==> config.mk <==
export PLATFORM = sky130hd
export DESIGN_NAME = bcd_ascii_serializer
export DESIGN_NICKNAME = d
export VERILOG_FILES = /design/src/rtl/bcd_ascii_pkg.sv /design/src/rtl/leading_digit_finder.sv /design/src/rtl/bcd_ascii_serializer.sv
export SDC_FILE = /design/constraint.sdc
export NUM_CORES = 1
export LEC_CHECK = 0
export ABC_AREA = 1
export BUFFER_PORTS_ARGS = -buffer_cell sky130_fd_sc_hd__buf_2
export CORE_MARGIN = 2
export CORE_UTILIZATION = 35
export DETAILED_ROUTE_END_ITERATION = 10
export HOLD_SLACK_MARGIN = 0.1
export SETUP_SLACK_MARGIN = 0.2
export SLEW_MARGIN = 30
export SYNTH_ARGS = -nofsm -noshare
export SYNTH_HDL_FRONTEND = slang
export SYNTH_SLANG_ARGS = --single-unit
==> constraint.sdc <==
create_clock -name Clock -period 3.48 [get_ports Clock]
set_clock_uncertainty 0.1 [all_clocks]
set_input_delay 0.696 -clock Clock [delete_from_list [all_inputs] [get_ports Clock]]
set_output_delay 0.696 -clock Clock [all_outputs]
set_load 0.05 [all_outputs]
==> src/rtl/bcd_ascii_pkg.sv <==
// bcd_ascii_pkg
// Shared types and helpers for the BCD-to-ASCII character serializer.
//   state_t         : serializer FSM states
//   ASCII_*         : character codes used by the serializer
//   digit_to_ascii  : maps one BCD digit to its ASCII character ('?' if > 9)
package bcd_ascii_pkg;

    typedef enum logic [1:0] {
        IDLE = 2'd0,
        EMIT = 2'd1,
        TERM = 2'd2
    } state_t;

    localparam logic [7:0] ASCII_ZERO  = 8'h30;
    localparam logic [7:0] ASCII_LF    = 8'h0A;
    localparam logic [7:0] ASCII_QMARK = 8'h3F;

    function automatic logic [7:0] digit_to_ascii(input logic [3:0] d);
        logic [7:0] c;
        if (d <= 4'd9) begin
            c = ASCII_ZERO + {4'h0, d};
        end else begin
            c = ASCII_QMARK;
        end
        return c;
    endfunction

endpackage

==> src/rtl/leading_digit_finder.sv <==
// leading_digit_finder
// Combinational priority encoder over a packed BCD digit vector.
//   bcd     : packed digits, digit 0 least significant
//   index   : position of the most significant nonzero digit (0 if all zero)
//   invalid : high if any digit is greater than 9
module leading_digit_finder #(
    parameter int unsigned NDIGITS = 10,
    localparam int unsigned IW = (NDIGITS > 1) ? $clog2(NDIGITS) : 1
) (
    input  logic [NDIGITS-1:0][3:0] bcd,
    output logic [IW-1:0]           index,
    output logic                    invalid
);

    // Ascending scan: the last nonzero digit seen is the most significant one.
    always_comb begin
        index   = '0;
        invalid = 1'b0;
        for (int unsigned i = 0; i < NDIGITS; i++) begin
            if (bcd[i] != 4'd0) begin
                index = IW'(i);
            end
            if (bcd[i] > 4'd9) begin
                invalid = 1'b1;
            end
        end
    end

endmodule

==> src/rtl/bcd_ascii_serializer.sv <==
// bcd_ascii_serializer
// Captures a BCD digit vector on Load, suppresses leading zeros and streams
// the remaining digits as ASCII over a valid/ready handshake, optionally
// followed by a line feed.
//   Clock     : rising-edge clock
//   Reset     : synchronous active-high reset
//   Load      : one-cycle capture strobe for BCD (ignored while Busy)
//   BCD       : packed digits, digit 0 least significant
//   Char      : current ASCII character (registered)
//   CharValid : Char is valid (registered)
//   CharReady : sink accepts Char
//   Busy      : a number is being streamed
//   Done      : one-cycle pulse after the final character transfers
//   Error     : captured number contained a digit greater than 9
//   Overrun   : one-cycle pulse after a Load arrived while Busy
module bcd_ascii_serializer
    import bcd_ascii_pkg::*;
#(
    parameter int unsigned NDIGITS = 10,
    parameter bit          TERM_EN = 1'b1
) (
    input  logic                    Clock,
    input  logic                    Reset,
    input  logic                    Load,
    input  logic [NDIGITS-1:0][3:0] BCD,
    output logic [7:0]              Char,
    output logic                    CharValid,
    input  logic                    CharReady,
    output logic                    Busy,
    output logic                    Done,
    output logic                    Error,
    output logic                    Overrun
);

    localparam int unsigned IW = (NDIGITS > 1) ? $clog2(NDIGITS) : 1;

    state_t                  state_q, state_d;
    logic [NDIGITS-1:0][3:0] digits_q, digits_d;
    logic [IW-1:0]           index_q, index_d;
    logic [IW-1:0]           index_dec;
    logic [7:0]              char_q, char_d;
    logic                    valid_q, valid_d;
    logic                    error_q, error_d;
    logic                    done_q, done_d;
    logic                    overrun_q, overrun_d;
    logic [IW-1:0]           lead_index;
    logic                    lead_invalid;
    logic                    xfer;

    leading_digit_finder #(
        .NDIGITS(NDIGITS)
    ) u_finder (
        .bcd     (BCD),
        .index   (lead_index),
        .invalid (lead_invalid)
    );

    assign xfer      = valid_q & CharReady;
    assign index_dec = index_q - 1'b1;

    // Char is registered, so the next character is looked up one step ahead:
    // on load from the incoming vector, on each transfer from index-1.
    always_comb begin
        state_d   = state_q;
        digits_d  = digits_q;
        index_d   = index_q;
        char_d    = char_q;
        valid_d   = valid_q;
        error_d   = error_q;
        done_d    = 1'b0;
        overrun_d = 1'b0;
        unique case (state_q)
            IDLE: begin
                if (Load) begin
                    digits_d = BCD;
                    index_d  = lead_index;
                    error_d  = lead_invalid;
                    char_d   = digit_to_ascii(BCD[lead_index]);
                    valid_d  = 1'b1;
                    state_d  = EMIT;
                end
            end
            EMIT: begin
                overrun_d = Load;
                if (xfer) begin
                    if (index_q != '0) begin
                        index_d = index_dec;
                        char_d  = digit_to_ascii(digits_q[index_dec]);
                    end else if (TERM_EN) begin
                        char_d  = ASCII_LF;
                        state_d = TERM;
                    end else begin
                        char_d  = 8'h00;
                        valid_d = 1'b0;
                        done_d  = 1'b1;
                        state_d = IDLE;
                    end
                end
            end
            TERM: begin
                overrun_d = Load;
                if (xfer) begin
                    char_d  = 8'h00;
                    valid_d = 1'b0;
                    done_d  = 1'b1;
                    state_d = IDLE;
                end
            end
            default: begin
                state_d = IDLE;
                valid_d = 1'b0;
                char_d  = 8'h00;
            end
        endcase
    end

    always_ff @(posedge Clock) begin
        if (Reset) begin
            state_q   <= IDLE;
            digits_q  <= '0;
            index_q   <= '0;
            char_q    <= 8'h00;
            valid_q   <= 1'b0;
            error_q   <= 1'b0;
            done_q    <= 1'b0;
            overrun_q <= 1'b0;
        end else begin
            state_q   <= state_d;
            digits_q  <= digits_d;
            index_q   <= index_d;
            char_q    <= char_d;
            valid_q   <= valid_d;
            error_q   <= error_d;
            done_q    <= done_d;
            overrun_q <= overrun_d;
        end
    end

    assign Char      = char_q;
    assign CharValid = valid_q;
    assign Busy      = (state_q != IDLE);
    assign Done      = done_q;
    assign Error     = error_q;
    assign Overrun   = overrun_q;

endmodule

# Yosys cells after proc, flatten, opt, wreduce, memory -nomap -nowiden

Index checks and enable logic that the tools add are counted.

Bits in registers: 58
Output and inout bits: 13
Logic and storage cells: 109
Bits of input ports: 44

Bitwise operators: 4
Mux-type cells: 43
$add $sub $neg: 3
Equality and inequality tests: 7
Reductions and logical operators: 21
Order comparisons: 14

Operators by type and width:

| cell                | number |
|---|---|
| $gt 4x4->1 const B  | 10 |
| $reduce_bool 4->1   | 10 |
| $bmux 4 s4          | 2 |
| $mux 8              | 4 |
| $mux 4              | 7 |
| $pmux 8 s3          | 1 |
| $add 6x4->7 const A | 2 |
| $mux 1              | 14 |
| $mux 7              | 2 |
| $mux 2              | 6 |
| $mux 3              | 4 |
| $lt 4x5->1 const B  | 2 |
| $ne 2x2->1 const B  | 5 |
| $le 4x4->1 const B  | 2 |
| $pmux 4 s2          | 1 |
| $reduce_and 4->1    | 2 |
| $pmux 2 s3          | 1 |
| $reduce_and 3->1    | 2 |
| $reduce_or 2->1     | 3 |
| $reduce_bool 2->1   | 2 |
| $sub 4x1->4 const B | 1 |
| $not 1->1           | 3 |
| $pmux 1 s3          | 1 |
| $eq 2x1->1 const B  | 1 |
| other kinds (4)     | 4 |

# Longest topological paths before layout

Gate-level depths: netlist (run 1).

Depth in word-level cells: 16
Mapped depth: 24
Mapped depth without buffers: 24

# Modules after synthesis

From an unflattened synthesis (run 1), not the netlist that was laid out.

Cells, all modules: 531
Area total of the unflattened synthesis: 3,339.5 µm²

Modules (own cells, without submodules):

| module               | area each (µm²) | sequential area each (µm²) | cells an instance | instances |
|---|---|---|---|---|
| bcd_ascii_serializer | 3,065.4         | 1,101.1                    | 473               | 1 |
| leading_digit_finder | 274.0           | 0.0                        | 58                | 1 |

# Worst setup path after synthesis (run 1)

Ideal clock, no wire load.

Path kind: reg-to-reg
Start: register index_q[0]
End: register char_q[0] (netlist: Char[0])
Clock period less this slack: 2,464 ps
Library setup time: 132 ps
Cell stages (with the launch flop): 16
Buffers on the path: 3
Slack: 1,016 ps
Arrival: 2,232 ps
Required time: 3,248 ps
Path through: dfxtp_1 buf_2 inv_2 clkbuf_1 ha_1 clkbuf_1 inv_2 o21ai_0 o221ai_1 a32o_1 o21ai_1 o21ai_0 nand2_1 nand2_1 nand2_1 a21oi_2

Longest elaborated chain between the ends: 8
Elaborated cells on any way between the ends: 10
Classes of those cells: add/sub (2); order compare (1); mux (6); reduce/logical (1)

RTL lines:

| element                                   | line                                     | text |
|---|---|---|
| from (decl)                               | bcd_ascii_serializer.sv:39               | `logic [IW-1:0] index_q, index_d;` |
| from (signal assigned)                    | bcd_ascii_serializer.sv:130              | `index_q <= index_d;` |
| $sub 4x1->4                               | bcd_ascii_serializer.sv:59               | `assign index_dec = index_q - 1'b1;` |
| $bmux 4 s4                                | bcd_ascii_serializer.sv:88               | `char_d = digit_to_ascii(digits_q[index_dec]);` |
| $mux 4 (not written as such)              | bcd_ascii_serializer.sv:88               |  |
| $add 6x4->7 or $le 4x4->1 (tied branches) | bcd_ascii_pkg.sv:21, bcd_ascii_pkg.sv:20 |  |
| $mux 7                                    | bcd_ascii_pkg.sv:20                      | `if (d <= 4'd9) begin` |
| $mux 8 *                                  | bcd_ascii_serializer.sv:86               | `if (index_q != '0) begin` |
| $mux 8 *                                  | bcd_ascii_serializer.sv:85               | `if (xfer) begin` |
| $pmux 8 s3 *                              | bcd_ascii_serializer.sv:72               | `unique case (state_q)` |
| to (signal assigned)                      | bcd_ascii_serializer.sv:131              | `char_q <= char_d;` |
| to (decl)                                 | bcd_ascii_serializer.sv:41               | `logic [7:0] char_q, char_d;` |

Every way passes the cells marked *; elsewhere a longest branch is shown, timed or not. The select of a mux whose other input is x is not followed.
A chain may end at the register's enable or synchronous reset.

# Worst setup path in the final report (run 1)

Same ends and word-level chain as after synthesis.

==> results of run 1 <==
==> cell usage after synthesis (all sizes together) <==
cell / n / area [sq um]
dfxtp: 55 / 1100
xor2: 1 / 8.76
nand3b: 1 / 7.51
clkbuf: 19 / 72.6
a221oi: 4 / 35.0
inv: 63 / 239
and2: 1 / 6.26
a22oi: 1 / 7.51
buf: 5 / 38.8
nor4: 1 / 6.26
o221ai: 3 / 26.3
nor3: 2 / 10.0
mux2i: 2 / 20.0
xnor2: 1 / 16.3
nand2: 88 / 369
o21ai: 67 / 335
nand4: 3 / 25.0
o211ai: 9 / 72.6
a211oi: 2 / 15.0
conb: 1 / 3.75
nor2: 73 / 284
a31oi: 2 / 12.5
ha: 4 / 50.1
a21oi: 50 / 258
nand3: 29 / 145
a32o: 1 / 10.0
o22ai: 3 / 18.8
==> registers in the layout, indices dropped and copies added, names as in the netlist <==
name / cells
digits_q: 40
index_q: 4
Char: 5
Error: 1
state_q: 2
Done: 1
CharValid: 1
Overrun: 1
==> where the power goes <==
| group | total, mW | internal (mW) | switching (mW) |
|---|---|---|---|
| logic | 1.66 | 0.508 | 1.15 |
| registers | 0.894 | 0.807 | 0.0873 |
| clock network | 0.355 | 0.142 | 0.212 |
| total | 2.91 | 1.46 | 1.45 |
==> how the worst min path moves through the flow <==
stage	endpoint	slack [ps]
floorplan	digits_q[38]	320
global placement	digits_q[1]	350
detailed placement	digits_q[38]	350
CTS	digits_q[38]	360
global route	digits_q[38]	380
finish	digits_q[38]	360
==> cell type report <==
| class | count | area [sq um] | area share [%] |
|---|---|---|---|
| Timing Repair Buffer | 58 | 300 | 8.33 |
| Tap cell | 108 | 135 | 3.75 |
| Clock buffer | 7 | 76.3 | 2.12 |
| Multi-Input combinational cell | 350 | 1750 | 48.5 |
| Inverter | 63 | 239 | 6.63 |
| Sequential cell | 55 | 1100 | 30.6 |
| Clock inverter | 1 | 5.00 | 0.139 |
==> cells by family (layout without fill, tap and decap cells) <==
group           Yosys count  after routing  synth area share [%]
simple gates            198            198                  26.7
compound gates          142            142                  24.8
buf+inv                  87            129                  11.0
flops                    55             55                  34.5
fa+ha+maj                 4              4                  1.57
xor+xnor                  2              2                 0.784
mux                       2              2                 0.627
other cells               1              2                 0.117
==> routing by layer <==
metal / share of wire, % / up-vias
met5: 0 / -
met4: 3.0 / 0
met2: 44 / 128
li1: - / 1703
met1: 47 / 1551
met3: 5.3 / 18
==> worst max-delay path, cell delays in order, from the launching register on <==
cell and delay (ps):
dfxtp_1 360, inv_2 150, ha_1 530, inv_2 180, o21ai_0 110, o221ai_1 190, a32o_1 330, o21ai_1 190
o21ai_0 120, nand2_1 80, nand2_1 50, nand2_1 70, a21oi_2 50
==> per-stage QoR <==
stage,instance area (sq um),utilization (%),hold WS (ps),std cells
2_1_floorplan,3200,-,324,492
3_3_place_gp,3520,40.0,345,634
3_5_place_dp,3520,40.0,348,634
4_1_cts,3600,40.9,362,642
5_1_grt,3600,40.9,375,642
6_report,3600,40.9,356,642
==> results.md, run 1 <==
- Cells after Synth: between 400 and 500
- Post-CTS setup buffer count: 0
- Final #Nets: 581
- Met2 track demand over resource: between 30 and 40%
- Max Root-Sink Buffers: 2
- WP data arrival: between 2000 and 3000 ps
- Die Width: roughly 100 um
- Remaining Overflow, GRT: 0
- Number of buffers created by CTS: 5
- Startpoint of the tightest hold check path: digits_q[38]
- Final period demand of the worst path: between 2000 and 3000 ps
- Worst flop-to-flop path startpoint: index_q[0]
- Endpoints failing hold: 0
- Critical path startpoint category: flip-flop
- Number of max-cap violations: 0
- Slew Limit Headroom: between 60% and 70%
- DRC errors left: 0
- Most common cell after layout, fill and taps aside: nand2_1
- Number of top-level pins: 57
- Initial cell density of the core: 36.3%
- Flop and latch count out of synthesis: 55
- RePlAce Congestion: ~0.97
- Setup slack, reg-to-reg: 870 ps
- Post-cts sizing count: 0
- Max-slew violation count: 0
- Cell Rows: 34
- Layout-stage area growth over the synthesis result: 12.8%
- CP endpoint kind: flip-flop
- Hold depth: 2
- Hold Buf Count CTS: 0
- Setup TNS Final: 0 ps
- Share of layout cells above drive strength 1: 18.0%
- First-pass detailed-route iteration total: 5
- Crit path capture: Char[0]
- Worst vdd rail ir drop: 293 uV
- Maximum number of pins on one net before global-route repair: just under 60
- Pre-CTS worst setup slack: roughly 660 ps
- Count of distinct cell types in the synthesized netlist: 40
- Total Power Consumption: 2.91 mW
- Setup-failing EPs final: 0
- Vias after detailed routing: between 3000 and 4000
- Via count of the first global-routing pass: around 3300
- Share of synthesized area occupied by flip-flops and latches: between 30 and 40%
- Grt peak-use layer: met2
- Average wire per standard cell: roughly 16 um
- Die footprint: slightly below 0.01 sq mm
- Final worst setup slack: 874 ps
- Share of the clock period used by the worst path: 74.9%
- Mean area per synthesized cell: roughly 6.5 sq um
- Worst EP required: 3590 ps
- Antenna violation net count after detailed routing: 0
- Pin slew with the least headroom to its limit: ~560 ps
- Synth Cell Area: ~0.0032 sq mm
- Met1 Track Usage GR: between 20% and 30%
- Power per unit of standard cell area: roughly 810 mW/mm^2
- Run status: completed
- Most used cells in the layout excluding fill and tap cells: nand2_1, nor2_1, o21ai_0, dfxtp_1, buf_2
- DRT Wirelength: around 10 mm
- Met3 track demand over resource: between 2 and 2.5%
- Synth warnings: 0
- Input/output buffers: between 50 and 60
- CTS Root Cell: clkbuf_8
- Sum of net half-perimeters after detailed placement: roughly 7.5 mm
- Launching element of the worst setup path: index_q[0]
- Max frequency: around 0.38 GHz
- Hold Path Class: flip-flop to flip-flop
- Number of antenna repair diodes: 0
- CTS H-tree depth: 2
- Clock transition at the register clock pins on the worst setup and hold paths after CTS: 110 ps
- DRC violation total after the first TritonRoute iteration: between 200 and 250
- Fill count: 966
- Worst skew pair latency: a little over 300 ps
- CTS sink cnt: 55
- Core region area: approximately 0.0088 sq mm
- Worst setup path category: flip-flop to flip-flop
- Reg2Reg Capture Point: Char[0]
- RSZ-0062 raised after global routing: no
- Die H: between 90 and 100 um
- Wire length of the first global-routing pass: ~17 mm
- TritonCTS clock tree: done
- Number of vias per cell after detailed routing: 5.30
- Leakage power of the design: between 1.5 and 2 nW
- Logic depth of the worst register-to-register path: 12
- Highest fanout seen on the critical path: 18
- Number of antenna violations at the first check in global routing: 0
- Overall routing resource usage: a little over a fifth
Note: power is estimated with default switching activity, not from simulation.
==> run 2: changes to the inputs <==
--- a/config.mk
+++ b/config.mk
@@ -5,7 +5,7 @@
 export SDC_FILE = /design/constraint.sdc
 export NUM_CORES = 1
 export LEC_CHECK = 0
-export ABC_AREA = 1
+export ABC_AREA = 0
 export BUFFER_PORTS_ARGS = -buffer_cell sky130_fd_sc_hd__buf_2
 export CORE_MARGIN = 2
 export CORE_UTILIZATION = 35
==> constraint.sdc (replaced) <==
create_clock -name Clock -period 2.4 [get_ports Clock]
set_clock_uncertainty 0.1 [all_clocks]
set_input_delay 0.48 -clock Clock [delete_from_list [all_inputs] [get_ports Clock]]
set_output_delay 0.48 -clock Clock [all_outputs]
set_load 0.05 [all_outputs]
==> run 2 against run 1 <==
Net effect:
- the flow now finishes with violations (negative setup slack)
- utilization up 7.8 points
- worst hold slack worse by 44 ps
- setup slack worse by 1000 ps
- area after synthesis up 2.2%
- via count up 8.1%
- power up 38%
- synthesized cell count down 15%
- sequential cell count unchanged
- global-route usage up 0.57 points
- clock-buffer cell count down 2
- clock power up 84%
- cell count up 3.1%
- largest power group unchanged
- highest routed layer unchanged
==> results.md, run 2 <==
- Power per unit of standard cell area: 901 mW/mm^2 (was 806 mW/mm^2)
- Highest fanout seen on the critical path: 4 (was 18)
- Number of buffers created by CTS: 5 (unchanged)
- Setup-failing EPs final: 4 (was 0)
- Die Width: 101 um (was 99.5 um)
- Sum of net half-perimeters after detailed placement: 8.38 mm (was 7.51 mm)
- DRT Wirelength: 10.7 mm (was 10.1 mm)
- Register area: 0.00110 sq mm (about the same)
- Most common cell in the netlist: nand2_1 (unchanged)
- Prevailing post-synth register cell: dfxtp_1 (unchanged)
- Cells after Synth: 419 (was 491)
- Mean area per synthesized cell: 7.79 sq um (was 6.51 sq um)
- Cells traversed along the worst timing path: buf_6 -> or4_4 -> a211oi_4 -> buf_4 -> o211ai_1 -> o311a_2 -> a31o_1 -> a211oi_4 -> a211oi_1 -> nor4_1 (was inv_2 -> ha_1 -> inv_2 -> o21ai_0 -> o221ai_1 -> a32o_1 -> o21ai_1 -> o21ai_0 -> nand2_1 -> nand2_1 -> nand2_1 -> a21oi_2)
- Hold Path Class: input pin to flip-flop (was flip-flop to flip-flop)
- Async set-or-reset flop fraction in the synthesized netlist: 0% (unchanged)
- Most common cell after layout, fill and taps aside: buf_4 (was nand2_1)
- Antenna violation net count after detailed routing: 0 (unchanged)
- Number of antenna repair diodes: 0 (unchanged)
- Final #Nets: 598 (was 581)
- Number of buffers and inverters on the critical path: 2 (unchanged)
- Vias after detailed routing: 3674 (was 3400)
- Hold Buf Count CTS: 0 (unchanged)
- Worst setup path category: input pin to flip-flop (was flip-flop to flip-flop)
- Remaining Overflow, GRT: 0 (unchanged)
- Failing checks: negative setup slack
- Slew Limit Headroom: 59.3% (was 62.5%)
- Initial cell density of the core: 35.7% (was 36.3%)
- Synth cell count leaders: nand2_1, dfxtp_1, a21oi_1, nor2_1, clkbuf_1 (was nand2_1, nor2_1, o21ai_0, dfxtp_1, a21oi_1)
- Largest incremental delay on the critical path: 570 ps (was 530 ps)
- Area taken by multi-input logic gates: 0.00204 sq mm (was 0.00175 sq mm)
- Die H: 101 um (was 99.5 um)
- Share of the clock period used by the worst path: 107%
- First-pass detailed-route iteration total: 5 (unchanged)
- Synth Cell Area: 0.00326 sq mm (was 0.00319 sq mm)
- Crit path max-delay family: compound AO/OA/AOI/OAI gates (unchanged)
- Met2 WL post-DR: 4.98 mm (was 4.45 mm)
- Input/output buffers: 54 (unchanged)
- DRC errors left: 0 (unchanged)
- Cell Rows: 35 (was 34)
- Most used cells in the layout excluding fill and tap cells: buf_4, nand2_1, dfxtp_1, buf_2, a21oi_1 (was nand2_1, nor2_1, o21ai_0, dfxtp_1, buf_2)
- Share of synthesized area occupied by flip-flops and latches: 33.7% (was 34.5%)
- Average wire per standard cell: 16.2 um (was 15.7 um)
- CP endpoint kind: flip-flop (unchanged)
- Synth warnings: 0 (unchanged)
- RSZ-0062 raised after global routing: yes (was no)
- Run status: finished with violations (was completed)
- Overall routing resource usage: 21.7% (was 21.1%)
- Met1 Wirelength: 4.58 mm (was 4.77 mm)
- Via count of the first global-routing pass: 3457 (was 3314)
- Die footprint: 0.0101 sq mm (was 0.00991 sq mm)
- Setup TNS Final: -526 ps (was 0 ps)
- Final worst setup slack: -174 ps (was 874 ps)
- Worst vdd rail ir drop: 477 uV (was 293 uV)
- DRC violation total after the first TritonRoute iteration: 320 (was 236)
- Internal portion of total power: 2.32 mW (was 1.46 mW)
- Cell accounting for the most synthesized area: dfxtp_1 (unchanged)
- Part of the power in combinational logic: 53.1% (was 57.0%)
- Critical path startpoint category: input pin (was flip-flop)
- Fill count: 875 (was 966)
- RePlAce Congestion: 0.968 (was 0.965)
- Core region area: 0.00915 sq mm (was 0.00881 sq mm)
- Number of max-cap violations: 0 (unchanged)
- Endpoints failing hold: 0 (unchanged)
- Layout-stage area growth over the synthesis result: 36.6% (was 12.8%)
- Cell type with the highest occurrence count on the critical path: a211oi_4 (was nand2_1)
- Switching Share: 42.2% (was 49.8%)
- Wire length of the first global-routing pass: 17.1 mm (was 16.7 mm)
- Critical path's slowest cell: or4_4 (was ha_1)
- CTS sink cnt: 55 (unchanged)
- Number of vias per cell after detailed routing: 5.55 (was 5.30)
- Number of top-level pins: 57 (unchanged)
- Maximum number of pins on one net before global-route repair: 41 (was 59)
- Placed Area: 0.00427 sq mm (was 0.00352 sq mm)
- Max Root-Sink Buffers: 2 (unchanged)
- Most flops, register: digits_q (unchanged)
- Number of antenna violations at the first check in global routing: 0 (unchanged)
- Pin slew with the least headroom to its limit: 610 ps (was 561 ps)
- Max frequency: 0.389 GHz
- Max FFs per register: 40 (unchanged)
- Clock transition at the register clock pins on the worst setup and hold paths after CTS: 110 ps (about the same)
- Worst EP required: 2530 ps (was 3590 ps)
- Share of Yosys cell area claimed by the top area cell type: 33.7% (was 34.5%)
- Count of distinct cell types in the synthesized netlist: 61 (was 40)
- TritonCTS clock tree: done (unchanged)
- Post-Layout Inst Area: 0.00446 sq mm (was 0.00360 sq mm)
- Highest layer used for signal routing: met4 (unchanged)
- Flop and latch count out of synthesis: 55 (unchanged)
- Power share of the clock group: 16.3% (was 12.2%)
- Area contributors post-synth: dfxtp_1, nand2_1, a21oi_1 (was dfxtp_1, nand2_1, o21ai_0)
- CTS H-tree depth: 2 (unchanged)
- Post-synth EDFFs: 0 (unchanged)
- Leakage power of the design: 1.85 nW (was 1.68 nW)
- Share of layout cells above drive strength 1: 37.7% (was 18.0%)
- Sequential power share: 30.6% (was 30.8%)
- WP data arrival: 2710 ps (was 2720 ps)
- Max-slew violation count: 0 (unchanged)
- CTS Root Cell: clkbuf_8 (unchanged)
- Worst skew pair latency: 320 ps (was 310 ps)
- Met3 WL post-DR: 838 um (was 535 um)
- Net switching power: 1.70 mW (was 1.45 mW)
- Final period demand of the worst path: roughly 2600 ps
run 2: layout make-up:
class	instances	area share, %
clock buffer	5	1.54
clock inverter	3	1.04
inverter	7	0.589
multi-input combinational	326	45.7
sequential	55	24.8
tap	111	3.12
timing repair buffer	155	23.3
run 2: worst min-delay path, delay by kind of cell:
kind | cells | cell delay, ps
buffers and inverters | 1 | 120
and+or+nand+nor | 2 | 100
run 2: worst paths after layout:
path | from | end | slack (ps) | depth (start not counted)
worst max-delay path | BCD[23] | Char[1] | -170 | 10
worst min register to register | digits_q[22] | digits_q[22] | 360 | 2
worst max register to register | index_q[0] | Char[0] | -130 | 10
worst min-delay path | Load | Overrun | 310 | 3
run 2: logic make-up (layout without fill, tap and decap cells):
kind of cell    Yosys count  count (layout)  synth area share (%)
buf+inv                  39             170                  6.32
compound gates          115             115                  22.8
flops                    55              55                  33.7
fa+ha+maj                 4               4                  1.53
simple gates            185             185                  26.1
other cells               1               2                 0.115
mux                      18              18                  8.89
xor+xnor                  2               2                 0.537
run 2: per-layer routing:
metal / vias to the layer above / track usage (%)
met3: 32 / 4.72
met4: 0 / 8.64
li1: 1759 / -
met1: 1724 / 28.0
met2: 159 / 35.4
met5: - / 0
run 2: timing repair:
action | CTS | global route
setup buffers | 0 | 3
resized for setup | 11 | 6
endpoints found under the setup margin | 5 | 7
cloned | 0 | 0
pin swaps | 10 | 6
run 2: power groups by stage:
stage	registers, mW	clock network (mW)	logic [mW]
global placement	1.24	0	2.03
CTS	1.23	0.669	2.08
finish	1.23	0.654	2.13
floorplan	1.40	0	1.23
global route	1.26	0.706	2.32
detailed placement	1.25	0	2.06
run 2: stage by stage:
| step | std cells | hold WS, ps | setup WS, ps | util [%] | power (mW) |
|---|---|---|---|---|---|
| after detailed placement | 651 | 344 | -587 | 46.6 | 3.31 |
| after global placement | 651 | 341 | -552 | 46.6 | 3.27 |
| after floorplan | 420 | 333 | -234 | - | 2.63 |
| final | 662 | 312 | -174 | 48.7 | 4.02 |
| after CTS | 659 | 305 | -185 | 48.2 | 3.98 |
| after global routing | 662 | 306 | -266 | 48.7 | 4.29 |
==> run 3: changes to the inputs <==
--- a/config.mk
+++ b/config.mk
@@ -7,8 +7,8 @@
 export LEC_CHECK = 0
 export ABC_AREA = 0
 export BUFFER_PORTS_ARGS = -buffer_cell sky130_fd_sc_hd__buf_2
-export CORE_MARGIN = 2
 export CORE_UTILIZATION = 35
+export CTS_CLUSTER_SIZE = 14
 export DETAILED_ROUTE_END_ITERATION = 10
 export HOLD_SLACK_MARGIN = 0.1
 export SETUP_SLACK_MARGIN = 0.2
==> constraint.sdc (replaced) <==
create_clock -name Clock -period 3.1 [get_ports Clock]
set_clock_uncertainty 0.1 [all_clocks]
set_input_delay 0.62 -clock Clock [delete_from_list [all_inputs] [get_ports Clock]]
set_output_delay 0.62 -clock Clock [all_outputs]
set_load 0.05 [all_outputs]
==> run 3 against run 2 <==
Net effect:
- the run now ends clean
- design area fell by 12%
- global-route usage fell by 1.1 points
- routed wire length fell by 9.9%
- clock power fell by 26%
- die area fell by 3.9%
- sequential power fell by 23%
- combinational power fell by 35%
- register-to-register slack improved by 530 ps
- power fell by 30%
- highest routed layer unchanged
==> results.md, run 3 (same netlist as run 2, synthesis figures left out) <==
- Leakage power of the design: 1.54 nW (was 1.85 nW)
- Core region area: 0.00889 sq mm (was 0.00915 sq mm)
- Grt peak-use layer: met2 (unchanged)
- Slew Limit Headroom: 61.5% (was 59.3%)
- Tightest hold margin: 358 ps (was 312 ps)
- RePlAce Congestion: 0.904 (was 0.968)
- Max FFs per register: 40 (unchanged)
- Number of max-cap violations: 0 (unchanged)
- Most used cells in the layout excluding fill and tap cells: nand2_1, dfxtp_1, buf_2, a21oi_1, buf_4 (was buf_4, nand2_1, dfxtp_1, buf_2, a21oi_1)
- DRT Wirelength: 9.67 mm (was 10.7 mm)
- Antenna violation net count after detailed routing: 0 (unchanged)
- Worst EP required: 3230 ps (was 2530 ps)
- RSZ-0062 raised after global routing: no (was yes)
- Average wire per standard cell: 16.2 um (about the same)
- Post-cts sizing count: 1 (was 11)
- CP endpoint kind: flip-flop (unchanged)
- Final #Nets: 537 (was 598)
- Most flops, register: digits_q (unchanged)
- Sum of net half-perimeters after detailed placement: 7.44 mm (was 8.38 mm)
- Pin slew with the least headroom to its limit: 574 ps (was 610 ps)
- Max-slew violation count: 0 (unchanged)
- Remaining Overflow, GRT: 0 (unchanged)
- Met2 track demand over resource: 34.0% (was 35.4%)
- Setup TNS Final: 0 ps (was -526 ps)
- CTS H-tree depth: 2 (unchanged)
- Setup-failing EPs final: 0 (was 4)
- Via count of the first global-routing pass: 3219 (was 3457)
- Wire length of the first global-routing pass: 16.0 mm (was 17.1 mm)
- Highest fanout seen on the critical path: 4 (unchanged)
- Vias after detailed routing: 3313 (was 3674)
- Input/output buffers: 54 (unchanged)
- CTS Root Cell: clkbuf_8 (unchanged)
- Share of the clock period used by the worst path: between 80% and 90%
- DRC violation total after the first TritonRoute iteration: 235 (was 320)
- Final period demand of the worst path: 2770 ps
- TritonCTS clock tree: done (unchanged)
- Layout-stage area growth over the synthesis result: 20.1% (was 36.6%)
- DRC errors left: 0 (unchanged)
- WP data arrival: 2900 ps (was 2710 ps)
- Met1 Track Usage GR: 28.1% (was 28.0%)
- First-pass detailed-route iteration total: 5 (unchanged)
- Fill count: 892 (was 875)
- Hold Path Class: flip-flop to flip-flop (was input pin to flip-flop)
- Most common cell after layout, fill and taps aside: nand2_1 (was buf_4)
- Cell Rows: 34 (was 35)
- CTS sink cnt: 55 (unchanged)
- Maximum number of pins on one net before global-route repair: 42 (was 41)
- Met3 track demand over resource: 2.91% (was 4.72%)
- Run status: completed (was finished with violations)
- Number of antenna violations at the first check in global routing: 0 (unchanged)
- Die Width: 98.6 um (was 101 um)
- Die footprint: 0.00972 sq mm (was 0.0101 sq mm)
- Max Root-Sink Buffers: 2 (unchanged)
- Worst vdd rail ir drop: 321 uV (was 477 uV)
- Number of buffers created by CTS: 5 (unchanged)
- Power per unit of standard cell area: 719 mW/mm^2 (was 901 mW/mm^2)
- Worst skew pair latency: 310 ps (was 320 ps)
- Post-CTS setup buffer count: 0 (unchanged)
- Critical path startpoint category: input pin (unchanged)
- Die H: 98.6 um (was 101 um)
- Overall routing resource usage: 20.6% (was 21.7%)
- Number of antenna repair diodes: 0 (unchanged)
- Worst setup path category: input pin to flip-flop (unchanged)
- Endpoints failing hold: 0 (unchanged)
- Clock transition at the register clock pins on the worst setup and hold paths after CTS: 90 ps (was 110 ps)
- Initial cell density of the core: 36.7% (was 35.7%)
- Max frequency: about 0.36 GHz
- Number of top-level pins: 57 (unchanged)
- Hold Buf Count CTS: 0 (unchanged)
- Number of vias per cell after detailed routing: 5.55 (about the same)
- Share of layout cells above drive strength 1: 27.8% (was 37.7%)
run 3: cell types whose count changed in the layout (fill, tap and decap cells not counted), sizes merged:
cell	change
buf	-61
inv	-1
run 3: cell type report:
| class | instances | area [sq um] | area share (%) |
|---|---|---|---|
| inverters | 7 | 26.3 | 0.670 |
| clock buffers | 5 | 68.8 | 1.75 |
| flip-flops and latches | 55 | 1100 | 28.1 |
| repair buffers | 94 | 571 | 14.6 |
| well taps | 108 | 135 | 3.45 |
| multi-input cells | 326 | 1980 | 50.5 |
| clock inverters | 2 | 37.5 | 0.957 |
run 3: critical path: stages:
cell and delay (ps):
buf_2 110, or4_4 560, a211oi_4 290, buf_4 170, o211ai_1 100, o311a_2 150, a31o_1 230, a211oi_4 300
o211ai_1 130, a211oi_1 230
run 3: path summary, 6_finish.rpt:
path	cells after the start	end	start	slack (ps)
worst max-delay path	10	Char[0]	BCD[12]	330
worst min-delay path	2	digits_q[33]	digits_q[33]	360
worst max register to register	9	Char[0]	index_q[0]	400
worst min register to register	2	digits_q[33]	digits_q[33]	360
run 3: power breakdown:
part	internal, mW	switching (mW)
sequential	0.860	0.0907
clock	0.237	0.246
combinational	0.501	0.887
total	1.60	1.22
run 3: routing by layer:
layer  part of all wire, %  vias up
met5                     0        -
met3                   3.9       14
met4                   1.5        0
met2                    48       98
met1                    47     1560
li1                      -     1641
run 3: stage by stage:
| stage | cells | utilization [%] | instance area (sq um) | setup slack [ps] | total power, mW |
|---|---|---|---|---|---|
| global placement | 590 | 42.7 | 3790 | -47.3 | 2.31 |
| finish | 597 | 44.1 | 3920 | 334 | 2.82 |
| global route | 597 | 44.1 | 3920 | 215 | 3.00 |
| detailed placement | 590 | 42.7 | 3790 | -71.7 | 2.32 |
| floorplan | 420 | - | 3270 | 216 | 1.99 |
| CTS | 597 | 43.9 | 3900 | 237 | 2.80 |
